==> config.mk <==
export PLATFORM = sky130hd
export DESIGN_NAME = mem_fill_unit
export DESIGN_NICKNAME = d
export VERILOG_FILES = /design/src/rtl/icache_pkg.sv /design/src/rtl/mem_fill_unit_line_buffer.sv /design/src/rtl/mem_fill_unit.sv
export SDC_FILE = /design/constraint.sdc
export NUM_CORES = 1
export LEC_CHECK = 0
export BUFFER_PORTS_ARGS = -buffer_cell sky130_fd_sc_hd__buf_2
export CAP_MARGIN = 10
export CELL_PAD_IN_SITES_DETAIL_PLACEMENT = 1
export CELL_PAD_IN_SITES_GLOBAL_PLACEMENT = 1
export CORE_ASPECT_RATIO = 1.75
export CORE_MARGIN = 3
export CORE_UTILIZATION = 44
export CTS_CLUSTER_DIAMETER = 100
export DETAILED_ROUTE_END_ITERATION = 10
export HOLD_SLACK_MARGIN = 0.05
export PLACE_DENSITY = 0.88
export SLEW_MARGIN = 10
export SYNTH_ARGS = -nofsm -noshare
export SYNTH_HDL_FRONTEND = slang
export SYNTH_SLANG_ARGS = --single-unit
==> constraint.sdc <==
create_clock -name clk -period 4.7 [get_ports clk]
set_clock_uncertainty 0.1 [all_clocks]
set_input_delay 0.235 -clock clk [delete_from_list [all_inputs] [get_ports clk]]
set_output_delay 0.235 -clock clk [all_outputs]
set_load 0.005 [all_outputs]
==> src/rtl/icache_pkg.sv <==
// Shared definitions for the instruction-cache fill path.
package icache_pkg;

  localparam int unsigned WORDS_PER_LINE = 4;
  localparam int unsigned OFFSET_WIDTH   = $clog2(WORDS_PER_LINE);
  localparam int unsigned MAX_ADDR_WIDTH = 64;

  typedef enum logic [1:0] {
    FILL_IDLE    = 2'd0,
    FILL_REQ     = 2'd1,
    FILL_COLLECT = 2'd2,
    FILL_DONE    = 2'd3
  } fill_state_e;

  // Clear the word-offset bits so the address points at the start of its line.
  function automatic logic [MAX_ADDR_WIDTH-1:0] line_align(
    input logic [MAX_ADDR_WIDTH-1:0] addr,
    input int unsigned               off_w
  );
    logic [MAX_ADDR_WIDTH-1:0] mask;
    mask = {MAX_ADDR_WIDTH{1'b1}} << off_w;
    return addr & mask;
  endfunction

endpackage

==> src/rtl/mem_fill_unit_line_buffer.sv <==
// Line buffer: one register per word, single write port, one read port plus full line view.
module line_buffer
  import icache_pkg::*;
#(
  parameter int unsigned WORD_WIDTH = 32,
  parameter int unsigned DEPTH      = 4,
  parameter int unsigned IDX_W      = $clog2(DEPTH)
) (
  input  logic                        clk,
  input  logic                        arst_n,
  input  logic                        we_i,
  input  logic [IDX_W-1:0]            wr_idx_i,
  input  logic [WORD_WIDTH-1:0]       wr_data_i,
  input  logic [IDX_W-1:0]            rd_idx_i,
  output logic [WORD_WIDTH*DEPTH-1:0] line_o,
  output logic [WORD_WIDTH-1:0]       rd_word_o
);

  logic [WORD_WIDTH-1:0] mem_q [DEPTH];

  // Word storage; cleared on reset, written one beat at a time.
  always_ff @(posedge clk or negedge arst_n) begin
    if (!arst_n) begin
      for (int i = 0; i < int'(DEPTH); i++) begin
        mem_q[i] <= '0;
      end
    end else if (we_i) begin
      mem_q[wr_idx_i] <= wr_data_i;
    end
  end

  // Flatten the array, word k at bits [k*W +: W].
  always_comb begin
    line_o = '0;
    for (int k = 0; k < int'(DEPTH); k++) begin
      line_o[k*WORD_WIDTH +: WORD_WIDTH] = mem_q[k];
    end
  end

  assign rd_word_o = mem_q[rd_idx_i];

endmodule

==> src/rtl/mem_fill_unit.sv <==
// Line-fill engine: one aligned read request per miss, collects a line, hands it back.
module mem_fill_unit #(
  parameter int unsigned ADDR_WIDTH     = 16,
  parameter int unsigned WORD_WIDTH     = 32,
  parameter int unsigned WORDS_PER_LINE = 4
) (
  input  logic                                 clk,
  input  logic                                 arst_n,
  input  logic                                 i_halt,
  input  logic                                 i_initiate_mem_req,
  input  logic [ADDR_WIDTH-1:0]                i_miss_addr,
  input  logic                                 i_ready,
  output logic                                 o_mem_data_received,
  output logic                                 o_valid,
  output logic                                 o_mem_req_valid,
  output logic [ADDR_WIDTH-1:0]                o_mem_req_addr,
  input  logic                                 i_mem_req_ready,
  input  logic                                 i_mem_rsp_valid,
  input  logic [WORD_WIDTH-1:0]                i_mem_rsp_data,
  output logic                                 o_mem_rsp_ready,
  output logic [WORD_WIDTH*WORDS_PER_LINE-1:0] o_line_data,
  output logic [ADDR_WIDTH-1:0]                o_line_tag_addr,
  output logic [WORD_WIDTH-1:0]                o_missed_word
);

  import icache_pkg::*;

  localparam int unsigned OFF_W  = $clog2(WORDS_PER_LINE);
  localparam int unsigned LINE_W = WORD_WIDTH * WORDS_PER_LINE;
  localparam logic [OFF_W-1:0] LAST_BEAT = OFF_W'(WORDS_PER_LINE - 1);

  fill_state_e           state_q, state_d;
  logic [OFF_W-1:0]      cnt_q, cnt_d;
  logic [OFF_W-1:0]      off_q, off_d;
  logic [ADDR_WIDTH-1:0] miss_addr_q, miss_addr_d;
  logic [ADDR_WIDTH-1:0] tag_q, tag_d;
  logic                  done_q, done_d;
  logic [ADDR_WIDTH-1:0] req_addr;
  logic                  beat_accept;
  logic [LINE_W-1:0]     line;
  logic [WORD_WIDTH-1:0] rd_word;

  assign req_addr = ADDR_WIDTH'(line_align(MAX_ADDR_WIDTH'(miss_addr_q), OFF_W));

  // State, counter, address and completion registers; everything holds under halt.
  always_ff @(posedge clk or negedge arst_n) begin
    if (!arst_n) begin
      state_q     <= FILL_IDLE;
      cnt_q       <= '0;
      off_q       <= '0;
      miss_addr_q <= '0;
      tag_q       <= '0;
      done_q      <= 1'b0;
    end else begin
      state_q     <= state_d;
      cnt_q       <= cnt_d;
      off_q       <= off_d;
      miss_addr_q <= miss_addr_d;
      tag_q       <= tag_d;
      done_q      <= done_d;
    end
  end

  // Next-state and handshake outputs; tag and miss offset move on the first beat so
  // the previous line stays coherent until new data actually lands.
  always_comb begin
    state_d     = state_q;
    cnt_d       = cnt_q;
    off_d       = off_q;
    miss_addr_d = miss_addr_q;
    tag_d       = tag_q;
    done_d      = done_q;
    beat_accept = 1'b0;

    o_mem_req_valid = (state_q == FILL_REQ);
    o_mem_req_addr  = o_mem_req_valid ? req_addr : '0;
    o_mem_rsp_ready = (state_q == FILL_COLLECT) && !i_halt;

    if (!i_halt) begin
      unique case (state_q)
        FILL_IDLE: begin
          if (i_initiate_mem_req) begin
            miss_addr_d = i_miss_addr;
            cnt_d       = '0;
            state_d     = FILL_REQ;
          end
        end
        FILL_REQ: begin
          if (i_mem_req_ready) begin
            state_d = FILL_COLLECT;
          end
        end
        FILL_COLLECT: begin
          if (i_mem_rsp_valid) begin
            beat_accept = 1'b1;
            if (cnt_q == '0) begin
              tag_d = req_addr;
              off_d = miss_addr_q[OFF_W-1:0];
            end
            if (cnt_q == LAST_BEAT) begin
              cnt_d   = '0;
              state_d = FILL_DONE;
              done_d  = 1'b1;
            end else begin
              cnt_d = cnt_q + OFF_W'(1);
            end
          end
        end
        FILL_DONE: begin
          if (i_ready) begin
            state_d = FILL_IDLE;
            done_d  = 1'b0;
          end
        end
        default: begin
          state_d = FILL_IDLE;
        end
      endcase
    end
  end

  line_buffer #(
    .WORD_WIDTH(WORD_WIDTH),
    .DEPTH     (WORDS_PER_LINE),
    .IDX_W     (OFF_W)
  ) u_line_buffer (
    .clk      (clk),
    .arst_n   (arst_n),
    .we_i     (beat_accept),
    .wr_idx_i (cnt_q),
    .wr_data_i(i_mem_rsp_data),
    .rd_idx_i (off_q),
    .line_o   (line),
    .rd_word_o(rd_word)
  );

  assign o_mem_data_received = done_q;
  assign o_valid             = done_q;
  assign o_line_tag_addr     = tag_q;
  assign o_missed_word       = rd_word;
  assign o_line_data         = line;

endmodule

==> Word level (Yosys, flattened, before mapping) <==
Cells that the tools add are included.
{ "classes": {"add_sub_neg": 1, "order_cmp": 3, "reduce_logical": 12, "n_shift": 0, "n_div": 0, "bitwise_logic": 3, "n_mul": 0, "muxes": 24, "n_eq_ne": 9} }
{ "ops": {"columns": ["operator", "count"], "rows": [
  ["$bwmux W128", 1],
  ["$mux W32", 3],
  ["$bmux W32 S2", 1],
  ["$demux W32 S2", 1],
  ["$mux W16", 1],
  ["$mux W2", 8],
  ["$pmux W2 S4", 1],
  ["$reduce_and A4 Y1", 2],
  ["$eq A2 B2 Y1 const B", 3],
  ["$ge A3 B3 Y1 const B", 2],
  ["$mux W1", 6],
  ["$ne A2 B2 Y1 const B", 3],
  ["$not A2 Y3", 2],
  ["$reduce_and A6 Y1", 1],
  ["$reduce_and A5 Y1", 1],
  ["$logic_not A2 Y1", 2],
  ["$ne A2 B1 Y1 const B", 2],
  ["$pmux W2 S2", 1],
  ["$reduce_bool A2 Y1", 2],
  ["$lt A3 B1 Y1 const B", 1],
  ["$reduce_and A3 Y1", 1],
  ["$add A2 B1 Y2 const B", 1],
  ["$eq A2 B1 Y1 const B", 1],
  ["$logic_and A1 B1 Y1", 2],
  ["3 further kinds", 3]
]} }
{ "totals": {"memories": 0, "rom_bits": 0, "mem_bits_rw": 0, "elab_cells": 62, "output_inout_bits": 196, "latch_bits": 0, "reg_bits": 165} }

==> Logic depth before layout (Yosys ltp) <==
Gate-level depths: netlist of run 1.
{ "depth": {"depth_word": 6, "depth_mapped": 8, "ltp_nobuf": 6} }

==> Cells and area by module <==
A second synthesis of run 1 with hierarchy kept.
{ "unflattened": {"hier_cells": 439, "hier_area_um2": 7269.5} }
{ "modules_own_cells": {"columns": ["module", "area_each_um2", "cells_per_inst", "instances"], "rows": [
  ["line_buffer", 5504.0, 311, 1],
  ["mem_fill_unit", 1765.4, 128, 1]
]} }

==> Least setup slack after synthesis of run 1 <==
OpenSTA, ideal clock, no wires.
{ "synth_timing": {"path_kind": "register -> register", "from": "register state_q[0]", "to": "register u_line_buffer.mem_q, in the netlist u_line_buffer.line_o[12]", "path_buffers": 2, "required_ns": 4.475, "slack_ns": 2.772, "stages_incl_launch_ff": 9, "arrival_time_ns": 1.704, "cell_sequence": "dfrtp_1 -> inv_1 -> ha_1 -> and2b_1 -> and2_4 -> nand2_2 -> buf_6 -> buf_6 -> mux2_2"} }
{ "synth_via": {"elab_chain_len": 3} }
{ "synth_lines": {"columns": ["item", "line", "source"], "rows": [
  ["start, declared", "mem_fill_unit.sv:32", "fill_state_e state_q, state_d;"],
  ["start signal, assigned", "mem_fill_unit.sv:55", "state_q <= state_d;"],
  ["$eq A2 B2 Y1", "mem_fill_unit.sv:80", "unique case (state_q)"],
  ["$mux W1", "mem_fill_unit.sv:80", null],
  ["$mux W1", "mem_fill_unit.sv:79", "if (!i_halt) begin"],
  ["end signal, assigned by index", "mem_fill_unit_line_buffer.sv:28", "mem_q[wr_idx_i] <= wr_data_i;"],
  ["end, declared", "mem_fill_unit_line_buffer.sv:19", "logic [WORD_WIDTH-1:0] mem_q [DEPTH];"]
]} }
Every way passes these cells.
A chain may end at the register's enable or synchronous reset.

==> Worst setup path in the final report of run 1 <==
{ "layout_timing": {"from": "register state_q[0]", "to": "register tag_q[3], in the netlist o_line_tag_addr[3]"} }
{ "layout_via": {"elab_chain_len": 2} }
{ "layout_lines": {"columns": ["item", "line", "source"], "rows": [
  ["$eq A2 B2 Y1", "mem_fill_unit.sv:80", null],
  ["$reduce_and A4 Y1 (no line)", null, null],
  ["end signal, assigned", "mem_fill_unit.sv:59", "tag_q <= tag_d;"],
  ["end, declared", "mem_fill_unit.sv:36", "logic [ADDR_WIDTH-1:0] tag_q, tag_d;"]
]} }
Every way passes these cells.

==> key figures, run 1 <==
Global routing
  – Number of global-route vias before repair: ~5.8k
  – Gr ovfl total: 0
  – First-pass GRT wire length: 32.5 mm
  – Tot GR Track Use: 0.240
  – Initial antenna violation count: 0
  – Largest net degree at the start of global routing: roughly 120

Critical path
  – R2r endpoint: o_line_tag_addr[3]$_DFFE_PN0P_
  – Worst r2r src: state_q[0]$_DFFE_PN0P_
  – CP Max Fanout: 30
  – Worst setup startpoint: state_q[0]$_DFFE_PN0P_
  – Critical Path Source Type: flop
  – Bufs and invs on worst path: 2
  – Crit path max-delay family: simple AND/OR/NAND/NOR gates
  – Worst reg-to-reg path cell count: 7
  – CP peak stage delay: 0.48 ns
  – CP Depth: 7
  – Crit path DAT: 2.86 ns
  – Worst setup EP type: flop
  – Critical path class: reg -> reg
  – R2R Setup Slk: approximately 2.0 ns
  – Slowest CP cell: buf_4
  – Req. time, crit path: about 5 ns
  – Crit path to: o_line_tag_addr[3]$_DFFE_PN0P_
  – Critical path, cell by cell: inv_1 > ha_1 > and2b_1 > and2_4 > nand2_2 > buf_4 > mux2_2

Routing
  – WL per Instance: between 20 and 25 um
  – Final antenna-violating net count: 0
  – Number of DRC markers in iteration 0: about 140
  – Vias post-DR: a little over 5k
  – Total length of routed wires: 21.3 mm
  – DRC: 0
  – Drt via density: around 5.4
  – DR pass1 iterations: 4

Clock tree
  – H-tree Lvls: 4
  – CTS root buf: clkbuf_16
  – Post-CTS Resized: 0
  – CTS tree: built
  – Worst skew pair latency: just over 0.4 ns
  – CTS Buffer Depth: 2
  – Clock net sink count: roughly 170
  – Cts bufs inserted: 17
  – Clock slew at reported path FFs: ~0.070 ns

Power
  – Worst vdd ir: 0.353 mV
  – Total power: approximately 0.0063 W
  – Leakage power: roughly 5 nW
  – Power density over the cells: approximately 660 nW/um2

Yosys
  – Ranking of synthesized cells by area: dfrtp_1 (57%), mux2_2 (25%), mux4_2 (10%)
  – Synth top area share: 0.570
  – Mapped Cells: ~440
  – Yosys reg bits: around 170
  – Average size of a mapped cell: around 16 um2
  – Area of the mapped netlist: just over 7000 um2
  – Syn. warnings: 0
  – Area leader, netlist: dfrtp_1
  – Synth unique cells: 27
  – Post-synthesis sequential area ratio: 0.570

Final layout
  – Filler instances: approximately 1.6k
  – Register area: about 4100 um2
  – Post-route insts no fill: between 900 and 1k
  – Multi-input logic area: 2910 um2
  – Synth-to-layout area growth: 32.8%
  – Layout cell share with drive strength beyond 1: 0.642
  – Diodes inserted: 0
  – NumNets Final: 797

Status
  – Status: finished, final reports clean

Floorplanning
  – Chip width: between 100 and 150 um
  – Die area: around 18000 um2
  – Boundary Pins: between 200 and 300
  – Die Y: between 150 and 200 um
  – Initial core utilization: 0.452
  – Core Rows: 61
  – Placeable core region: about 16000 um2

Job
  – Max-cap violations: 0

Worst hold path
  – Worst Hold Class: in -> reg

Timing
  – RSZ-0062 raised after global routing: no
  – Final Slew Violations: 0
  – Final setup viols: 0
  – Crit share post-route: 0.568
  – Fin. Hold Viols: 0
  – Period minus WS final: ~2.7 ns
  – Slew headroom: 0.298
  – Worst-margin pin slew: approximately 1.1 ns
  – Setup tns final: 0 ns
  – Fmax: approximately 370 MHz

Placement
  – RD Place Congestion: around 0.8
  – IO Port Bufs: 246
  – Placed insts: 854
  – DPL Wire Length: 14.4 mm
==> worst min path at each step <==
| stage | from | to | slack, ns | cells past startpoint |
|---|---|---|---|---|
| CTS | i_ready | o_mem_data_received$_DFFE_PN0P_ | 0.08 | 3 |
| detailed placement | i_miss_addr[7] | miss_addr_q[7]$_DFFE_PN0P_ | 0.37 | 2 |
| floorplan | arst_n | cnt_q[0]$_DFFE_PN0P_ | -0.16 | 0 |
| global route | i_ready | o_mem_data_received$_DFFE_PN0P_ | 0.11 | 3 |
| global placement | arst_n | u_line_buffer.line_o[55]$_DFFE_PN0P_ | 0.35 | 1 |
| finish | i_ready | o_mem_data_received$_DFFE_PN0P_ | 0.10 | 3 |
==> through the flow <==
step | hold WS (ns) | cell area [um2] | worst slack [ns] | util
finish | 0.100 | 9610 | 2.03 | 0.600
global route | 0.113 | 9610 | 1.88 | 0.600
CTS | 0.0798 | 9610 | 1.97 | 0.600
detailed placement | 0.375 | 8560 | 1.99 | 0.534
global placement | 0.350 | 8560 | 2.15 | 0.534
floorplan | -0.161 | 7250 | 2.77 | -
==> tightest hold or removal path, delay by kind of cell <==
| kind | cells | cell delay, ns |
|---|---|---|
| buffers and inverters | 1 | 0.12 |
| AO/OA/AOI/OAI | 1 | 0.15 |
| AND/OR/NAND/NOR | 1 | 0.08 |
==> cell families after synthesis <==
kind of cell    count (synthesis)  share of synthesized area
compound gates                  4                    0.00467
fa+ha+maj                       9                     0.0156
mux                           196                      0.354
buf+inv                        36                     0.0303
flops                         165                      0.570
other cells                     1                   0.000518
simple gates                   31                     0.0244
==> where the power goes <==
part	switching, W	leakage, nW	internal, W
registers	0.000574	2.12	0.00201
clock network	0.000577	0.256	0.000748
logic	0.000966	2.60	0.00142
==> cell usage after synthesis <==
cell type    n
inv_1        7
nand2_2      1
o41ai_1      1
clkbuf_1     5
mux4_2      32
mux2_2     160
dfrtp_1    165
nand3_1      1
buf_2        7
o2111ai_1    1
a22oi_1      1
and2_4       1
nand2b_1     1
nor2_1       3
nand2_1      6
and2_1      14
a22o_1       1
mux2i_1      3
nor3b_1      1
buf_6        3
conb_1       1
ha_1         9
nand3b_1     1
mux2_1       1
buf_4       14
nor2b_1      1
and2b_1      1
==> registers in the layout, summed over array words and instances, names as in the netlist <==
signal / count
u_line_buffer.line_o: 128
miss_addr_q: 16
o_line_tag_addr: 14
cnt_q: 2
off_q: 2
state_q: 2
o_mem_data_received: 1
==> cell usage in the layout, fill, tap and decap left out <==
master,instances
buf_6,1
inv_1,7
buf_2,245
dlygate4sd3_1,49
bufinv_16,1
clkbuf_16,17
nor2b_1,1
mux2_2,160
o41ai_1,1
inv_6,4
dfrtp_1,163
nand2_1,3
a22o_1,1
mux4_2,32
conb_1,4
nand3_1,1
and2_1,14
nand2_2,4
inv_8,1
clkinvlp_4,6
and2b_1,1
a22oi_1,1
buf_4,3
dfrtp_2,2
ha_1,9
nand2b_1,1
o2111ai_1,1
clkbuf_8,1
nor2_1,3
nand3b_1,1
nor3b_1,1
mux2_1,1
mux2i_1,3
and2_4,1
==> routing by layer <==
layer	global-route usage	wire, um	up-vias
met5	0	0	-
met4	0.103	732	0
met3	0.0461	707	42
met2	0.456	12600	188
met1	0.246	7220	2637
li1	-	-	2182
==> cell type report <==
| type | instances | area share |
|---|---|---|
| Timing Repair Buffer | 298 | 0.182 |
| Inverter | 7 | 0.00273 |
| Tap cell | 189 | 0.0246 |
| Clock inverter | 12 | 0.0126 |
| Multi-Input combinational cell | 244 | 0.303 |
| Clock buffer | 18 | 0.0457 |
| Sequential cell | 165 | 0.430 |
==> timing repair <==
action,4_1_cts,5_1_grt
hold endpoints to repair,261,0
setup endpoints to repair,0,0
setup buffers,0,0
hold buffers,49,0
(Power assumes the default switching activity.)
==> run 2: changes to the inputs <==
ABC_AREA = 1   (was not set)
CORE_UTILIZATION = 37   (was 44)
PLACE_DENSITY = 0.83   (was 0.88)
clock period = 2.5 ns   (was 4.7 ns; I/O delays follow)
==> run 2 against run 1 <==
  * Non-clock buffer count rose by 22
  * Die area rose by 26%
  * Count of clock-buffer cells in the layout rose by 3
  * Clock power rose by 100%
  * Maximum frequency rose by 17%
  * Routed wire length rose by 36%
  * Sequential share of layout area fell by 3.0 points
==> key figures, run 2 <==
Routing
  – DR pass1 iterations: 4
  – Vias post-DR: 7888
  – Number of DRC markers in iteration 0: around 400
  – Final antenna-violating net count: 0
  – Drt via density: 5.24
  – Total length of routed wires: 28.8 mm
  – DRC: 0
  – WL per Instance: roughly 19 um

Yosys
  – Synth Area in Simple Gates: 0.167
  – Area leader, netlist: dfrtp_1
  – EDFF count, synth: 0
  – Ranking of synthesized cells by area: dfrtp_1 (53%), nand2_1 (15%), o21ai_0 (13%)
  – Mapped Cells: between 900 and 1k
  – Area of the mapped netlist: 7760 um2
  – Yosys reg bits: between 150 and 200
  – Synth top cells by count: nand2_1 (304), o21ai_0 (208), dfrtp_1 (165), inv_1 (110), a21oi_1 (64)
  – XOR/XNOR share of the synthesized area: 0
  – Synth Area in Adders: 0.0145
  – Async SR Flop Fraction: 1.00
  – Most common cell in the netlist: nand2_1
  – Average size of a mapped cell: approximately 8.0 um2
  – Largest family of logic cells by synthesized area: compound AO/OA/AOI/OAI gates
  – Most common flop cell mapped by yosys: dfrtp_1
  – Post-synthesis sequential area ratio: 0.532
  – Synth unique cells: 21
  – Synth top area share: 0.532
  – Post-synthesis mux area share: 0
  – Syn. warnings: 0
  – Compound-Gate Fraction of Synth Area: 0.186

Clock tree
  – Worst skew pair latency: about 0.42 ns
  – CTS tree: built
  – Postcts setup bufs: 0
  – H-tree Lvls: 4
  – CTS root buf: clkbuf_16
  – Clock slew at reported path FFs: 0.07 ns
  – CTS Buffer Depth: 2
  – Cts bufs inserted: 17
  – Clock net sink count: 165

Global routing
  – Largest net degree at the start of global routing: ~70
  – Initial antenna violation count: 0
  – Gr ovfl total: 0
  – Tot GR Track Use: 0.256
  – First-pass GRT wire length: approximately 45 mm
  – Number of global-route vias before repair: between 8k and 9k

Final layout
  – Commonest non-fill, non-tap cell in the layout: nand2_1
  – Layout cell share with drive strength beyond 1: 0.247
  – Filler instances: between 2k and 3k
  – Synth-to-layout area growth: 33.0%
  – Core Util, Final: 0.504
  – NumNets Final: approximately 1.3k
  – Post-route insts no fill: 1506
  – Max reg flops: roughly 130
  – Commonest non-fill, non-tap cells in the layout: nand2_1 (303), buf_2 (245), o21ai_0 (208), dfrtp_1 (164), inv_1 (109)

Power
  – Clock power share: 0.219
  – Switch share: 0.408
  – Power density over the cells: around 1200 nW/um2
  – Int Pwr: between 0.007 and 0.008 W
  – Flop pwr share: 0.354
  – Leakage power: between 5 and 6 nW
  – Worst vdd ir: between 0.4 and 0.5 mV
  – Logic gate share of total power: 0.427
  – Sw power: about 0.005 W

Timing
  – Period minus WS final: ~2.3 ns
  – Worst-margin pin slew: approximately 0.7 ns
  – Final Slew Violations: 0
  – Fin. Hold Viols: 0
  – Slew headroom: 0.538
  – Setup tns final: 0 ns
  – RSZ-0062 raised after global routing: no
  – Crit share post-route: 0.913
  – Fmax: roughly 440 MHz
  – Final setup viols: 0

Floorplanning
  – Initial core utilization: 0.379
  – Core Rows: slightly below 70
  – Boundary Pins: 251
  – Die Y: 198 um
  – Die area: roughly 23000 um2
  – Chip width: roughly 120 um
  – Placeable core region: around 20000 um2

Critical path
  – Req. time, crit path: between 2 and 3 ns
  – Crit path DAT: approximately 2.5 ns
  – Critical path class: reg -> reg
  – Critical Path Source Type: flop
  – CP Max Fanout: 38
  – Worst setup EP type: flop

Placement
  – Placed insts: 1421
  – DPL Wire Length: a little under 20 mm
  – IO Port Bufs: around 250
  – RD Place Congestion: just over 0.8

Worst hold path
  – Worst Hold Class: in -> reg

Status
  – Status: finished, final reports clean

Job
  – Max-cap violations: 0
run 2: final cells by class:
type                       count  area (um2)  share of cell area
antenna                        1        2.50            0.000242
clock buffer                  21         470              0.0456
clock inverter                11         126              0.0122
inverter                     112         420              0.0407
multi-input combinational    628        2880               0.279
sequential                   165        4130               0.400
tap                          248         310              0.0301
timing repair buffer         320        1990               0.192
run 2: repair_timing:
| action | in CTS | in global routing |
|---|---|---|
| hold endpoints to repair | 304 | 0 |
| gates resized for setup | 0 | 0 |
| hold buffers | 52 | 0 |
run 2: power by group through the flow:
stage	clock network, W	registers, W	logic [W]
floorplan	0	0.00431	0.00247
global placement	0	0.00433	0.00489
detailed placement	0	0.00437	0.00509
CTS	0.00273	0.00434	0.00521
global route	0.00283	0.00447	0.00586
finish	0.00268	0.00434	0.00523
run 2: worst max-delay path: stages (launching register included):
cell,delay (ns)
dfrtp_1,0.42
inv_1,0.12
ha_1,0.27
inv_2,0.07
nor2_4,0.11
nand2_4,0.28
nor2_8,0.17
buf_4,0.36
nand2_1,0.13
o21ai_0,0.12
run 2: cell families (layout without fill, tap and decap cells):
family | count (synthesis) | count (layout)
compound gates | 289 | 289
fa+ha+maj | 9 | 9
buf+inv | 179 | 464
flops | 165 | 165
other cells | 1 | 5
simple gates | 326 | 326
run 2: worst paths after layout:
path,from,cells past startpoint,slack [ns],to
worst max-delay path,state_q[0]$_DFFE_PN0P_,9,0.22,u_line_buffer.line_o[67]$_DFFE_PN0P_
worst min-delay path,i_halt,5,0.09,o_mem_data_received$_DFFE_PN0P_
worst max register to register,state_q[0]$_DFFE_PN0P_,9,0.22,u_line_buffer.line_o[67]$_DFFE_PN0P_
worst min register to register,miss_addr_q[0]$_DFFE_PN0P_,2,0.39,miss_addr_q[0]$_DFFE_PN0P_
max in group asynchronous,arst_n,3,1.41,u_line_buffer.line_o[44]$_DFFE_PN0P_
min in group asynchronous,arst_n,2,0.12,u_line_buffer.line_o[55]$_DFFE_PN0P_
run 2: metrics by stage:
| step | power, W | hold WS (ns) | cell area, um2 | worst slack (ns) |
|---|---|---|---|---|
| after floorplan | 0.00678 | -0.271 | 7770 | 0.790 |
| after global placement | 0.00922 | 0.00122 | 9200 | 0.423 |
| after detailed placement | 0.00946 | 0.00593 | 9200 | 0.335 |
| after CTS | 0.0123 | 0.0802 | 10300 | 0.265 |
| after global routing | 0.0132 | 0.0989 | 10300 | 0.0685 |
| final | 0.0122 | 0.0940 | 10300 | 0.219 |
run 2: layer usage:
layer  global-route usage  part of all wire
met2                0.445              0.53
met1                0.292              0.37
met4                0.148             0.056
met5                    0                 0
met3               0.0405             0.043
==> run 3: changes to the inputs <==
BUFFER_PORTS_ARGS = -buffer_cell sky130_fd_sc_hd__buf_4   (was -buffer_cell sky130_fd_sc_hd__buf_2)
==> run 3 against run 2 <==
  * First-iteration DRC count down 6.4%
  * Largest cell class unchanged
  * Final area up 6.9%
  * Maximum frequency down 0.19%
  * Power up 8.6%
  * Highest routed layer unchanged
  * Critical endpoint is now u_line_buffer.line_o[17]$_DFFE_PN0P_
  * Core utilization up 3.5 points
==> key figures, run 3 (synthesis gave the netlist of run 2 again) <==
Routing
  – Drt via density: ~5.2
  – Final antenna-violating net count: 0
  – Total length of routed wires: 29.2 mm
  – WL per Instance: 19.3 um
  – Vias post-DR: 7882
  – DR pass1 iterations: 4
  – Met3 Routed Length: between 1 and 1.5 mm
  – DRC: 0
  – Met2 wire len: between 15 and 20 mm
  – WL met1: approximately 11 mm
  – Number of DRC markers in iteration 0: 364
  – Highest metal used: met4

Final layout
  – Commonest non-fill, non-tap cells in the layout: nand2_1 (303), buf_4 (261), o21ai_0 (208), dfrtp_1 (164), inv_1 (109)
  – Core Util, Final: 0.539
  – Synth-to-layout area growth: 42.3%
  – Layout cell share with drive strength beyond 1: 0.248
  – Max reg flops: ~130
  – Commonest non-fill, non-tap cell in the layout: nand2_1
  – Design Area, Final: ~11000 um2
  – NumNets Final: between 1k and 1.5k

Clock tree
  – Clock net sink count: 165
  – CTS Buffer Depth: 2
  – Post-CTS Resized: 0
  – Cts bufs inserted: 17
  – H-tree Lvls: 4
  – CTS root buf: clkbuf_16
  – Worst skew pair latency: between 0.4 and 0.5 ns
  – CTS tree: built
  – Clock slew at reported path FFs: 0.07 ns

Global routing
  – Gr ovfl total: 0
  – First-pass GRT wire length: 46.2 mm
  – Initial antenna violation count: 2
  – Largest net degree at the start of global routing: 93
  – Tot GR Track Use: 0.260
  – Number of global-route vias before repair: approximately 8.6k

Timing
  – Period minus WS final: between 2 and 2.5 ns
  – Slew headroom: 0.606
  – Setup tns final: 0 ns
  – Final setup viols: 0
  – RSZ-0062 raised after global routing: no
  – Worst-margin pin slew: 0.591 ns
  – Fin. Hold Viols: 0
  – Fin Hold WS: 0.101 ns
  – Final Slew Violations: 0
  – Crit share post-route: 0.914
  – Fmax: 438 MHz

Status
  – Status: finished, final reports clean

Critical path
  – Worst reg-to-reg path cell count: 9
  – Critical path class: reg -> reg
  – Critical Path Source Type: flop
  – R2r endpoint: u_line_buffer.line_o[17]$_DFFE_PN0P_
  – Worst setup EP type: flop
  – Crit path DAT: roughly 2.6 ns
  – R2R Setup Slk: ~0.21 ns
  – Worst r2r src: state_q[0]$_DFFE_PN0P_
  – CP Max Fanout: 26
  – Req. time, crit path: 2.76 ns

Floorplanning
  – Die Y: about 200 um
  – Core Rows: 69
  – Placeable core region: 20500 um2
  – Boundary Pins: between 200 and 300
  – Initial core utilization: 0.379
  – Die area: between 20000 and 25000 um2
  – Chip width: 115 um

Placement
  – DPL Wire Length: 19.3 mm
  – Dpl cell area: 9850 um2
  – IO Port Bufs: 246
  – RD Place Congestion: around 0.83

Power
  – Power density over the cells: around 1200 nW/um2
  – Total power: roughly 0.013 W
  – Leakage power: 5.88 nW
  – Worst vdd ir: approximately 0.48 mV

Worst hold path
  – Hold wc startpoint: i_mem_rsp_valid
  – WHS Endpoint: o_mem_data_received$_DFFE_PN0P_
  – Worst Hold Class: in -> reg
  – Hold Path Depth: 6

Job
  – Max-cap violations: 0
## run 3: cell count changes in the layout (fill, tap and decap cells not counted), moves of 2 or more
cell           before  now
clkinvlp_4          4    1
clkbuf_8            3    0
buf_4              17  261
dlygate4sd3_1      52   54
clkinv_2            2    0
buf_2             245    0
buf_12              5    7
inv_6               0    5
bufinv_16           2    4
## run 3: worst max-delay path by stage
stage / startpoint / end / slack [ns] / cells after the start
finish: state_q[0]$_DFFE_PN0P_ / u_line_buffer.line_o[17]$_DFFE_PN0P_ / 0.21 / 9
global route: state_q[0]$_DFFE_PN0P_ / u_line_buffer.line_o[15]$_DFFE_PN0P_ / 0.09 / 9
floorplan: state_q[0]$_DFFE_PN0P_ / u_line_buffer.line_o[53]$_DFFE_PN0P_ / 0.79 / 9
CTS: state_q[0]$_DFFE_PN0P_ / u_line_buffer.line_o[17]$_DFFE_PN0P_ / 0.20 / 9
detailed placement: state_q[0]$_DFFE_PN0P_ / u_line_buffer.line_o[19]$_DFFE_PN0P_ / 0.23 / 9
global placement: state_q[0]$_DFFE_PN0P_ / u_line_buffer.line_o[22]$_DFFE_PN0P_ / 0.44 / 9
## run 3: metal layers
layer	global-route usage	vias up
met5	0	-
met4	0.138	0
met3	0.0448	84
met2	0.463	263
met1	0.292	3918
li1	-	3617
## run 3: area by class of cell
| class | instances | area (um2) |
|---|---|---|
| diodes | 2 | 5.00 |
| clock buffers | 17 | 425 |
| clock inverters | 15 | 218 |
| fillers | 2483 | 9430 |
| inverters | 112 | 420 |
| multi-input cells | 628 | 2880 |
| flip-flops and latches | 165 | 4130 |
| well taps | 248 | 310 |
| repair buffers | 323 | 2650 |
## run 3: timing repair
action,in CTS,in global routing
endpoints found under the hold margin,312,0
hold buffers,54,0
buffers inserted,0,0
## run 3: report_power, final
part	internal, W	switching, W
Clock	0.00170	0.00119
Sequential	0.00367	0.000721
Combinational	0.00276	0.00327
Total	0.00813	0.00517
## run 3: stage by stage
| stage | setup slack, ns | instances |
|---|---|---|
| floorplan | 0.790 | 972 |
| global placement | 0.440 | 1422 |
| detailed placement | 0.230 | 1422 |
| CTS | 0.202 | 1508 |
| global route | 0.0868 | 1510 |
| finish | 0.214 | 1510 |
## run 3: critical path: stages (launching register included)
cell     delay [ns]
dfrtp_1        0.42
inv_1          0.14
ha_1           0.32
inv_2          0.07
nor2_4         0.11
nand2_4        0.23
nor2_4         0.38
buf_4          0.28
nand2_1        0.08
nand2_1        0.07
